<file path="config.mk">
export PLATFORM = sky130hd
export DESIGN_NAME = pipeline_ctrl
export DESIGN_NICKNAME = d
export VERILOG_FILES = /design/src/rtl/pipe_ctrl_pkg.sv /design/src/rtl/hazard_detect.sv /design/src/rtl/pipeline_ctrl.sv
export SDC_FILE = /design/constraint.sdc
export NUM_CORES = 1
export LEC_CHECK = 0
export CAP_MARGIN = 20
export CELL_PAD_IN_SITES_DETAIL_PLACEMENT = 1
export CELL_PAD_IN_SITES_GLOBAL_PLACEMENT = 2
export CORE_MARGIN = 5
export CORE_UTILIZATION = 26
export CTS_CLUSTER_DIAMETER = 40
export DETAILED_ROUTE_END_ITERATION = 10
export PLACE_DENSITY_LB_ADDON = 0.1
export SLEW_MARGIN = 30
export SYNTH_ARGS = -nofsm -noshare
export SYNTH_HDL_FRONTEND = slang
export SYNTH_SLANG_ARGS = --single-unit
</file>
<file path="constraint.sdc">
create_clock -name clk_i -period 5.5 [get_ports clk_i]
set_input_delay 0.825 -clock clk_i [delete_from_list [all_inputs] [get_ports clk_i]]
set_output_delay 0.825 -clock clk_i [all_outputs]
set_load 0.1 [all_outputs]
</file>
<file path="src/rtl/pipe_ctrl_pkg.sv">
// Shared definitions for the pipeline hazard/stall controller.
// Holds the controller state encoding and the default timeout and
// stall-counter width used by pipeline_ctrl.
package pipe_ctrl_pkg;

  localparam int MEM_TIMEOUT_DEF = 4;
  localparam int CNT_W_DEF       = 16;

  typedef enum logic [1:0] {
    ST_RUN        = 2'd0,
    ST_LOAD_STALL = 2'd1,
    ST_MEM_WAIT   = 2'd2,
    ST_ERROR      = 2'd3
  } pipe_state_e;

endpackage

</file>
<file path="src/rtl/hazard_detect.sv">
// Load-use hazard compare: a load in ID/EX whose destination register
// (never R0) is read by the instruction currently in IF/ID.
// Ports:
//   mem_read  - ID/EX instruction is a load
//   idex_rt   - load destination register
//   ifid_rs   - source register 1 of the IF/ID instruction
//   ifid_rt   - source register 2 of the IF/ID instruction
//   load_use  - hazard present this cycle
module hazard_detect (
  input  logic       mem_read,
  input  logic [4:0] idex_rt,
  input  logic [4:0] ifid_rs,
  input  logic [4:0] ifid_rt,
  output logic       load_use
);

  assign load_use = mem_read && (idex_rt != 5'd0) &&
                    ((idex_rt == ifid_rs) || (idex_rt == ifid_rt));

endmodule

</file>
<file path="src/rtl/pipeline_ctrl.sv">
// Pipeline control: freezes, flushes and bubbles the five-stage pipeline
// for load-use hazards, taken branches and data-memory waits, and traps
// into a sticky ERROR state when memory stays busy too long.
// Ports:
//   clk_i, rst_i             - clock, synchronous active-low reset
//   IDEX_MemRead_i, IDEX_RT_i, IFID_RS_i, IFID_RT_i - load-use operands
//   branch_taken_i           - taken branch resolved in EX/MEM
//   dmem_req_i, dmem_ready_i - data-memory access / completion
//   PC_write_o, IFID_write_o, EXMEM_write_o - register write enables
//   IFID_flush_o, IDEX_bubble_o, EXMEM_bubble_o, MEMWB_bubble_o - zero stage
//   state_o                  - current controller state (debug visibility)
//   error_o                  - sticky timeout flag
//   stall_cnt_o              - saturating count of cycles with PC frozen
//
// Memory handshake: EX/MEM holds an access while dmem_req_i is high; the
// access completes in a cycle where dmem_ready_i is high. Every cycle the
// access is pending without ready is a wait cycle. Once in MEM_WAIT only
// dmem_ready_i is considered, since the request is already committed.
module pipeline_ctrl
  import pipe_ctrl_pkg::*;
#(
  parameter int MEM_TIMEOUT = MEM_TIMEOUT_DEF,
  parameter int CNT_W       = CNT_W_DEF
) (
  input  logic             clk_i,
  input  logic             rst_i,
  input  logic             IDEX_MemRead_i,
  input  logic [4:0]       IDEX_RT_i,
  input  logic [4:0]       IFID_RS_i,
  input  logic [4:0]       IFID_RT_i,
  input  logic             branch_taken_i,
  input  logic             dmem_req_i,
  input  logic             dmem_ready_i,
  output logic             PC_write_o,
  output logic             IFID_write_o,
  output logic             EXMEM_write_o,
  output logic             IFID_flush_o,
  output logic             IDEX_bubble_o,
  output logic             EXMEM_bubble_o,
  output logic             MEMWB_bubble_o,
  output logic [1:0]       state_o,
  output logic             error_o,
  output logic [CNT_W-1:0] stall_cnt_o
);

  localparam int WAIT_W = $clog2(MEM_TIMEOUT + 1);

  pipe_state_e       state, state_nxt;
  logic [WAIT_W-1:0] wait_cnt, wait_nxt;
  logic [WAIT_W:0]   wait_cycle;
  logic              load_use;
  logic              mem_hold;

  hazard_detect u_hazard (
    .mem_read (IDEX_MemRead_i),
    .idex_rt  (IDEX_RT_i),
    .ifid_rs  (IFID_RS_i),
    .ifid_rt  (IFID_RT_i),
    .load_use (load_use)
  );

  always_ff @(posedge clk_i) begin
    if (!rst_i) begin
      state       <= ST_RUN;
      wait_cnt    <= '0;
      stall_cnt_o <= '0;
    end else begin
      state    <= state_nxt;
      wait_cnt <= wait_nxt;
      if (!PC_write_o && (stall_cnt_o != {CNT_W{1'b1}}))
        stall_cnt_o <= stall_cnt_o + CNT_W'(1);
    end
  end

  always_comb begin
    state_nxt      = state;
    wait_nxt       = '0;
    PC_write_o     = 1'b1;
    IFID_write_o   = 1'b1;
    EXMEM_write_o  = 1'b1;
    IFID_flush_o   = 1'b0;
    IDEX_bubble_o  = 1'b0;
    EXMEM_bubble_o = 1'b0;
    MEMWB_bubble_o = 1'b0;

    // Ordinal of the current wait cycle if memory is still busy; the first
    // wait cycle is the RUN/LOAD_STALL cycle that sees the pending access.
    wait_cycle = {1'b0, (state == ST_MEM_WAIT) ? wait_cnt : WAIT_W'(0)} +
                 (WAIT_W + 1)'(1);
    mem_hold   = (state == ST_MEM_WAIT) ? !dmem_ready_i
                                        : (dmem_req_i && !dmem_ready_i);

    case (state)
      ST_ERROR: begin
        PC_write_o     = 1'b0;
        IFID_write_o   = 1'b0;
        EXMEM_write_o  = 1'b0;
        MEMWB_bubble_o = 1'b1;
        wait_nxt       = wait_cnt;
        state_nxt      = ST_ERROR;
      end
      default: begin
        if (mem_hold) begin
          PC_write_o     = 1'b0;
          IFID_write_o   = 1'b0;
          EXMEM_write_o  = 1'b0;
          MEMWB_bubble_o = 1'b1;
          wait_nxt       = wait_cycle[WAIT_W-1:0];
          state_nxt      = (wait_cycle >= (WAIT_W + 1)'(MEM_TIMEOUT)) ? ST_ERROR
                                                                      : ST_MEM_WAIT;
        end else if (branch_taken_i) begin
          IFID_flush_o   = 1'b1;
          IDEX_bubble_o  = 1'b1;
          EXMEM_bubble_o = 1'b1;
          state_nxt      = ST_RUN;
        end else if (load_use && (state != ST_LOAD_STALL)) begin
          // A single bubble resolves the hazard, so the stall cycle itself
          // does not re-detect it.
          PC_write_o    = 1'b0;
          IFID_write_o  = 1'b0;
          IDEX_bubble_o = 1'b1;
          state_nxt     = ST_LOAD_STALL;
        end else begin
          state_nxt = ST_RUN;
        end
      end
    endcase

    // Reset holds the whole pipeline frozen and empty.
    if (!rst_i) begin
      PC_write_o     = 1'b0;
      IFID_write_o   = 1'b0;
      EXMEM_write_o  = 1'b0;
      IFID_flush_o   = 1'b1;
      IDEX_bubble_o  = 1'b1;
      EXMEM_bubble_o = 1'b1;
      MEMWB_bubble_o = 1'b1;
    end
  end

  assign state_o = state;
  assign error_o = (state == ST_ERROR);

endmodule

</file>
Yosys cells after proc, flatten, opt, wreduce, memory -nomap -nowiden

Cells that the tools add are included.

Output and inout bits: 26
Input port bits: 21
Word-level logic and storage cells: 49
Flip-flop bits (word level): 21

Mux-type cells: 28
Reductions and logical operators: 9
$add $sub $neg: 2
Magnitude comparators: 1
Eq/ne operators: 6

Operator list:

| cell                                                                                 | count |
|---|---|
| 1-bit 2-to-1 mux                                                                     | 24 |
| 16-bit by 1-bit adder with 16-bit output (second input constant)                     | 1 |
| 16-bit inequality test (second input constant)                                       | 1 |
| 5-bit equality test                                                                  | 2 |
| 3-bit 2-to-1 mux                                                                     | 2 |
| 1-bit logical AND                                                                    | 5 |
| 5-bit nonzero test                                                                   | 1 |
| 3-bit by 1-bit adder with 4-bit output (second input constant)                       | 1 |
| 2-bit equality test (second input constant)                                          | 2 |
| 4-bit by 3-bit greater-or-equal comparator with 1-bit output (second input constant) | 1 |
| 2-bit 2-to-1 mux                                                                     | 2 |
| 1-bit logical NOT                                                                    | 2 |
| 2-bit by 1-bit inequality test with 1-bit output (second input constant)             | 1 |
| 1-bit logical OR                                                                     | 1 |

Logic depth before layout (Yosys ltp)

Gate-level depths: netlist (run 1).

Word-level depth: 11
Depth in mapped cells: 9
Mapped depth without buffers: 7

Hierarchy

From an unflattened synthesis (run 1), not the netlist that was laid out.

Cell total of the unflattened synthesis: 155
Area, all modules: 1258.7 µm²

By module, submodules not included:

| module        | seq. area each (µm²) | area each (µm²) | times used | cells each |
|---|---|---|---|---|
| pipeline_ctrl | 420.4                | 1133.6          | 1          | 138 |
| hazard_detect | 0.0                  | 125.1           | 1          | 17 |

Worst setup path after synthesis (run 1)

Ideal clock, no wire load.

Kind: flip-flop to output port
Start point: register state[0] (netlist: state_o[0])
End point: output port PC_write_o
Cell stages (with the launch flop): 6
Path buffers: 1
Data arrival time: 3.166 ns
Data required time: 4.675 ns
Slack: 1.509 ns
Path through: dfxtp_1 -> nand2b_1 -> a21oi_1 -> and2_1 -> o31a_2 -> buf_4

Cells in the longest elaborated chain, start to end: 7
Elaborated cells between the ends (all ways): 10
Those cells by class: 3 x eq/ne; 6 x mux; 1 x reduce/logical

RTL lines:

| element                                          | RTL line             | source |
|---|---|---|
| start, declared                                  | pipeline_ctrl.sv:48  | `pipe_state_e state, state_nxt;` |
| start signal, assigned                           | pipeline_ctrl.sv:68  | `state <= state_nxt;` |
| 2-bit by 1-bit inequality test with 1-bit output | pipeline_ctrl.sv:116 | `end else if (load_use && (state != ST_LOAD_STALL)) begin` |
| 1-bit logical AND                                | pipeline_ctrl.sv:116 |  |
| 1-bit 2-to-1 mux (3 in a row)                    | -                    |  |
| 1-bit 2-to-1 mux * (2 in a row)                  | -                    |  |
| end, declared                                    | pipeline_ctrl.sv:34  | `output logic PC_write_o,` |

Mark *: on every way between the ends. The rest lies on a longest branch, timed or not.

Worst setup path after layout (run 1)

Start point: input port IDEX_RT_i[0]
End point: output port IDEX_bubble_o

Cells in the longest elaborated chain, start to end: 9
Elaborated cells between the ends (all ways): 12
Those cells by class: 2 x eq/ne; 5 x mux; 5 x reduce/logical

RTL lines:

| element                                                   | RTL line                                 | source |
|---|---|---|
| start, declared                                           | pipeline_ctrl.sv:28                      | `input logic [4:0] IDEX_RT_i,` |
| 5-bit equality test or 5-bit nonzero test (tied branches) | hazard_detect.sv:18, hazard_detect.sv:17 |  |
| 1-bit logical OR or 1-bit logical AND (tied branches)     | hazard_detect.sv:18, hazard_detect.sv:17 |  |
| 1-bit logical AND *                                       | hazard_detect.sv:17                      | `assign load_use = mem_read && (idex_rt != 5'd0) &&` |
| 1-bit logical AND *                                       | pipeline_ctrl.sv:116                     |  |
| 1-bit 2-to-1 mux *                                        | pipeline_ctrl.sv:116                     |  |
| 1-bit 2-to-1 mux *                                        | pipeline_ctrl.sv:111                     | `end else if (branch_taken_i) begin` |
| 1-bit 2-to-1 mux *                                        | pipeline_ctrl.sv:103                     | `if (mem_hold) begin` |
| 1-bit 2-to-1 mux *                                        | pipeline_ctrl.sv:93                      | `case (state)` |
| 1-bit 2-to-1 mux *                                        | pipeline_ctrl.sv:130                     | `if (!rst_i) begin` |
| end, declared                                             | pipeline_ctrl.sv:38                      | `output logic IDEX_bubble_o,` |

Marked as above.

==> flow_metrics.env, run 1 <==
export IMPL_outcome="complete, no violations"
export IMPL_layout_drive_gt1_share_pct=8.46
export IMPL_syn_cell_area_um2=1260
export IMPL_synth_seq_cells=21
export IMPL_holdPathEnd="stall_cnt_o[14]"
export IMPL_r2r_end="stall_cnt_o[7]"
export IMPL_finalHoldViolCount=0
export IMPL_synthCells=156
export IMPL_clkSinkCount=21
export IMPL_crit_chain="clkdlybuf4s50_1 > or4_1 > o221ai_1 > nor2_1 > o21ai_0 > nand2_1 > clkdlybuf4s50_1"
export IMPL_post_cts_repair_setup_buffers=0
export IMPL_cts_buffers=3
export IMPL_die_area_um2=6360
export IMPL_yosysWarnings=0
export IMPL_crit_top_cell="clkdlybuf4s50_1"
export IMPL_initial_core_util_pct=26.8
export IMPL_routed_wl_um=3790
export IMPL_antenna_found_initial=0
export IMPL_worstHoldPathType="reg2reg"
export IMPL_leakage_nw=0.630
export IMPL_final_nets=225
export IMPL_first_pass_iters=3
export IMPL_core_area_um2=4720
export IMPL_power_mw=0.380
export IMPL_final_cells=268
export IMPL_clockBufferDepth=2
export IMPL_cpPeakStageDelay_ns=0.97
export IMPL_vias_per_cell=4.86
export IMPL_wl_per_cell_um=14.1
export IMPL_die_h_um=79.8
export IMPL_fmax_ghz=0.236
export IMPL_register_area_um2=420
export IMPL_drt_initial_drc_count=26
export IMPL_synth_top_flop_cell="dfxtp_1"
export IMPL_hpwlAfterDp_um=2940
export IMPL_cpMaxStageDelayCell="clkdlybuf4s50_1"
export IMPL_crit_type="in2out"
export IMPL_max_slew_worst_pin_slew_ns=0.980
export IMPL_hold_path_depth=2
export IMPL_setup_viol=0
export IMPL_port_buffers=46
export IMPL_gp_routability_congestion=0.746
export IMPL_crit_required_ns=4.68
export IMPL_ir_drop_uv=89.6
export IMPL_post_place_cells=264
export IMPL_reg2reg_depth=7
export IMPL_p_switching_mw=0.137
export IMPL_relSlewSlack_pct=34.5
export IMPL_die_w_um=79.8
export IMPL_post_route_util_pct=38.3
export IMPL_fin_crit_sh_pct=77.0
export IMPL_cp_start_kind="primary input"
export IMPL_cts_root_buf="clkbuf_8"
export IMPL_vias=1302
export IMPL_power_share_clock_pct=26.6
export IMPL_avgSynthCellArea_um2=8.11
export IMPL_drcViolationCount=0
export IMPL_ant_nets=0
export IMPL_gr_total_overflow=0
export IMPL_holdBufCountCts=0
export IMPL_min_period_ns=4.24
export IMPL_multi_input_area_um2=786
export IMPL_grt_start_max_net_pins=27
export IMPL_clk_pin_slew_ns=0.08
export IMPL_endpoint_kind="output port"
export IMPL_rsz0062_at_grt="no"
export IMPL_async_flop_share_pct=0
export IMPL_grt_pass1_wl_um=6240
export IMPL_max_cap_viol_count=0
export IMPL_combPwrFrac_pct=31.0
export IMPL_h_tree_depth=1
export IMPL_powerDensity_nw_per_um2=210
export IMPL_setup_tns_ns=0
export IMPL_seqPwrFrac_pct=42.4
export IMPL_fillers=559
export IMPL_synth_cell_type_count=43
export IMPL_regToRegSetupSlack_ns=3.10
export IMPL_syn_num_nets=179
export IMPL_clk_latency_ns=0.26
export IMPL_cts_repair_resized=0
export IMPL_synth_top_cell_area_share_pct=33.2
export IMPL_grt_usage_pct=12.0
export IMPL_diodes=0
export IMPL_internal_power_mw=0.243
export IMPL_final_max_slew_viol_count=0
export IMPL_synth_top_cell_by_area="dfxtp_1"
export IMPL_path_max_fanout=4
export IMPL_rows=25
export IMPL_grt_pass1_vias=1337
export IMPL_io_pins=47
export IMPL_area_delta_synth_final_pct=42.8
export IMPL_swShare_pct=36.2
export IMPL_worstPathArrival_ns=3.41
export IMPL_synth_area_leaders="dfxtp_1, xor2_1, a21oi_1"
export IMPL_cts_tree="done"
export IMPL_synth_edf_count=0
export IMPL_hp_start="stall_cnt_o[14]"
export IMPL_r2r_start="stall_cnt_o[0]"
export IMPL_seq_area_frac_synth_pct=33.2
export IMPL_finalClockSkew_ns=0.00455
==> layout make-up <==
class / count / area share [%]
flip-flops and latches: 21 / 23.3
clock buffers: 3 / 2.29
clock inverters: 1 / 0.277
multi-input cells: 126 / 43.5
well taps: 67 / 4.64
repair buffers: 46 / 25.2
inverters: 4 / 0.831
==> layout by cell type, fill, tap and decap left out, drive strengths merged, types with 2 or more instances in the layout <==
cell           synthesis  routed
o21ai                 14      14
and2                   6       6
and3                   2       2
or3                   12      12
xor2                  11      11
clkdlybuf4s50          0      44
dfxtp                 21      21
and4                   4       4
buf                    3       2
a22oi                  2       2
or4                    3       3
nand2b                 2       2
a21oi                 17      17
nand2                 13      13
clkbuf                 2       3
nor2                  10      10
nor2b                  2       2
nand3                  8       8
o31a                   2       2
nor3                   2       2
inv                    3       3
ha                     2       2
clkinv                 1       2
==> synth_stat cells, types with 2 or more instances <==
| cell | count |
|---|---|
| a21oi_1 | 17 |
| nand2b_1 | 2 |
| or4_1 | 3 |
| nand2_1 | 13 |
| and3_1 | 2 |
| and2_1 | 4 |
| and4_1 | 2 |
| a22oi_1 | 2 |
| or3_1 | 7 |
| xor2_1 | 11 |
| nor3_1 | 2 |
| nor2b_1 | 2 |
| buf_4 | 2 |
| nor2_1 | 10 |
| dfxtp_1 | 21 |
| or3_2 | 5 |
| o21ai_0 | 13 |
| ha_1 | 2 |
| nand3_1 | 8 |
| inv_1 | 3 |
| and4_4 | 2 |
| and2_2 | 2 |
==> kinds of logic (layout without fill, tap and decap cells) <==
| family | count (synthesis) | count (layout) | synth area share, % |
|---|---|---|---|
| and+or+nand+nor | 67 | 67 | 29.9 |
| adders and majority gates | 2 | 2 | 1.98 |
| DFF | 21 | 21 | 33.2 |
| AOI/OAI and AO/OA | 45 | 45 | 21.9 |
| muxes | 1 | 1 | 0.791 |
| xor gates and xnor gates | 11 | 11 | 7.62 |
| buffers and inverters | 9 | 54 | 4.65 |
==> registers in the layout (all words and copies together), names as in the netlist <==
name	count
stall_cnt_o	16
wait_cnt	3
state_o	2
==> metal layers <==
metal	global-route usage [%]	vias to the layer above	wire length [um]
li1	-	661	-
met1	14.9	598	1830
met2	22.0	39	1750
met3	1.35	4	183
met4	3.04	0	28
met5	0	-	0
==> critical path: cells and delay by family <==
| kind | cells | cell delay, ns |
|---|---|---|
| and+or+nand+nor | 3 | 0.69 |
| buffers and inverters | 2 | 1.43 |
| AOI/OAI and AO/OA | 2 | 0.45 |
==> power by group through the flow <==
stage                     Combinational (mW)  Sequential, mW  Clock [mW]
after floorplan                       0.0606           0.188           0
after global placement                 0.118           0.164           0
after detailed placement               0.119           0.165           0
after CTS                              0.119           0.161       0.106
after global routing                   0.124           0.162       0.112
final                                  0.118           0.161       0.101
==> worst max path at each step <==
| stage | from | to |
|---|---|---|
| 2_1_floorplan | state_o[0] | PC_write_o |
| 3_3_place_gp | IDEX_RT_i[0] | IDEX_bubble_o |
| 3_5_place_dp | IDEX_RT_i[0] | IDEX_bubble_o |
| 4_1_cts | IDEX_RT_i[0] | IDEX_bubble_o |
| 5_1_grt | IDEX_RT_i[0] | IDEX_bubble_o |
| 6_report | IDEX_RT_i[0] | IDEX_bubble_o |
==> through the flow <==
stage	hold WS, ns	setup slack, ns	area [um^2]
2_1_floorplan	0.461	1.51	1260
3_3_place_gp	0.476	1.28	1760
3_5_place_dp	0.497	1.25	1760
4_1_cts	0.509	1.24	1810
5_1_grt	0.547	1.12	1810
6_report	0.502	1.26	1810
Note: power is estimated with default switching activity, not from simulation.
==> run 2, diff against run 1 <==
Settings changed: CORE_UTILIZATION 26 to 22.
Clock period 5.5 ns to 3.55 ns, I/O delays scaled along.
==> run 2 against run 1 <==
Compared with the run above:
- wire length rose by 3.2%
- register-to-register slack got worse by 1.9 ns
- clock power rose by 54%
- sequential power rose by 55%
- largest power group unchanged
==> flow_metrics.env, run 2 (synthesis results as in run 1) <==
export IMPL_outcome="complete, no violations"
export IMPL_crit_chain="clkdlybuf4s50_1 > or4_1 > o221ai_1 > nor2_1 > o21ai_0 > nand2_1 > buf_12"
export IMPL_final_max_slew_viol_count=0
export IMPL_vias_per_cell=4.89
export IMPL_drt_initial_drc_count=58
export IMPL_ir_drop_uv=204
export IMPL_use_met2_pct=20.1
export IMPL_internal_power_mw=0.384
export IMPL_worstHoldPathType="reg2reg"
export IMPL_clk_latency_ns=0.26
export IMPL_combPwrFrac_pct=32.2
export IMPL_die_h_um=85.8
export IMPL_finalHoldViolCount=0
export IMPL_relSlewSlack_pct=33.7
export IMPL_drcViolationCount=0
export IMPL_top_register="stall_cnt_o"
export IMPL_vias=1340
export IMPL_layout_drive_gt1_share_pct=11.9
export IMPL_met1_usage_pct=12.6
export IMPL_clkSinkCount=21
export IMPL_antenna_found_initial=0
export IMPL_max_slew_worst_pin_slew_ns=0.991
export IMPL_swShare_pct=35.8
export IMPL_area_delta_synth_final_pct=45.7
export IMPL_first_pass_iters=4
export IMPL_ant_nets=0
export IMPL_seqPwrFrac_pct=41.7
export IMPL_grt_pass1_vias=1395
export IMPL_setup_tns_ns=0
export IMPL_rows=27
export IMPL_cts_tree="done"
export IMPL_cts_buffers=3
export IMPL_port_buffers=46
export IMPL_clk_pin_slew_ns=0.07
export IMPL_final_cell_mix="clkdlybuf4s50_1, dfxtp_1, a21oi_1"
export IMPL_powerDensity_nw_per_um2=325
export IMPL_max_cap_viol_count=0
export IMPL_fin_crit_sh_pct=81.4
export IMPL_routed_wl_um=3910
export IMPL_die_area_um2=7370
export IMPL_crit_type="in2out"
export IMPL_setup_viol=0
export IMPL_cpPeakStageDelay_ns=0.53
export IMPL_initial_core_util_pct=22.8
export IMPL_crit_required_ns=3.02
export IMPL_rsz0062_at_grt="no"
export IMPL_final_nets=226
export IMPL_met3_usage_pct=2.40
export IMPL_grt_start_max_net_pins=27
export IMPL_finalClockSkew_ns=0.00255
export IMPL_cts_repair_resized=0
export IMPL_grt_usage_pct=10.8
export IMPL_endpoint_kind="output port"
export IMPL_core_area_um2=5540
export IMPL_leakage_nw=0.651
export IMPL_fmax_ghz=0.346
export IMPL_die_w_um=85.8
export IMPL_cpMaxStageDelayCell="or4_1"
export IMPL_cts_root_buf="clkbuf_8"
export IMPL_post_place_cells=270
export IMPL_power_mw=0.598
export IMPL_wl_per_cell_um=14.3
export IMPL_p_switching_mw=0.214
export IMPL_diodes=0
export IMPL_grt_pass1_wl_um=6530
export IMPL_grt_busiest_layer="met2"
export IMPL_final_cells=274
export IMPL_gr_total_overflow=0
export IMPL_power_share_clock_pct=26.1
export IMPL_clockBufferDepth=2
export IMPL_io_pins=47
export IMPL_post_cts_repair_setup_buffers=0
export IMPL_h_tree_depth=1
export IMPL_gp_routability_congestion=0.692
export IMPL_path_max_fanout=4
export IMPL_worstPathArrival_ns=2.36
export IMPL_final_common_cell="clkdlybuf4s50_1"
export IMPL_cp_start_kind="primary input"
export IMPL_hpwlAfterDp_um=3000
export IMPL_largest_register_ffs=16
export IMPL_min_period_ns=2.89
export IMPL_holdBufCountCts=0
## run 2: layout make-up
cell class	count	area (um^2)
tap	72	90.1
inverter	4	15.0
clock buffer	4	45.0
fill	668	3700
multi-input combinational	126	787
sequential	21	420
timing repair buffer	47	485
## run 2: final timing paths
check	startpoint	depth (start not counted)	slack, ns	endpoint
setup / recovery	IDEX_RT_i[0]	7	0.66	IDEX_bubble_o
hold / removal	stall_cnt_o[14]	2	0.50	stall_cnt_o[14]
setup reg to reg	stall_cnt_o[0]	7	1.17	stall_cnt_o[6]
hold reg to reg	stall_cnt_o[14]	2	0.50	stall_cnt_o[14]
## run 2: through the flow
step,worst slack [ns],hold WS (ns),cell area (um^2),utilization (%)
final,0.659,0.501,1840,33.3
after global routing,0.500,0.537,1840,33.3
after CTS,0.614,0.505,1840,33.3
after detailed placement,0.611,0.491,1800,32.5
after global placement,0.643,0.477,1800,32.5
after floorplan,0.210,0.461,1270,-
## run 2: worst max-delay path: cells and delay by family
family	cells	cell delay [ns]
buffers and inverters	2	0.66
AND/OR/NAND/NOR	3	0.70
AO/OA/AOI/OAI	2	0.46
## run 2: power by group through the flow
stage                     sequential [mW]  clock, mW  combinational, mW
after floorplan                     0.291          0             0.0941
final                               0.250      0.156              0.193
after global placement              0.255          0              0.191
after global routing                0.251      0.176              0.204
after detailed placement            0.255          0              0.194
after CTS                           0.250      0.168              0.195
## run 2: routing by layer
| metal | vias to the layer above | part of all wire, % |
|---|---|---|
| met4 | 0 | 0.61 |
| met2 | 29 | 52 |
| met1 | 648 | 43 |
| met3 | 2 | 4.5 |
| met5 | - | 0 |
| li1 | 661 | - |
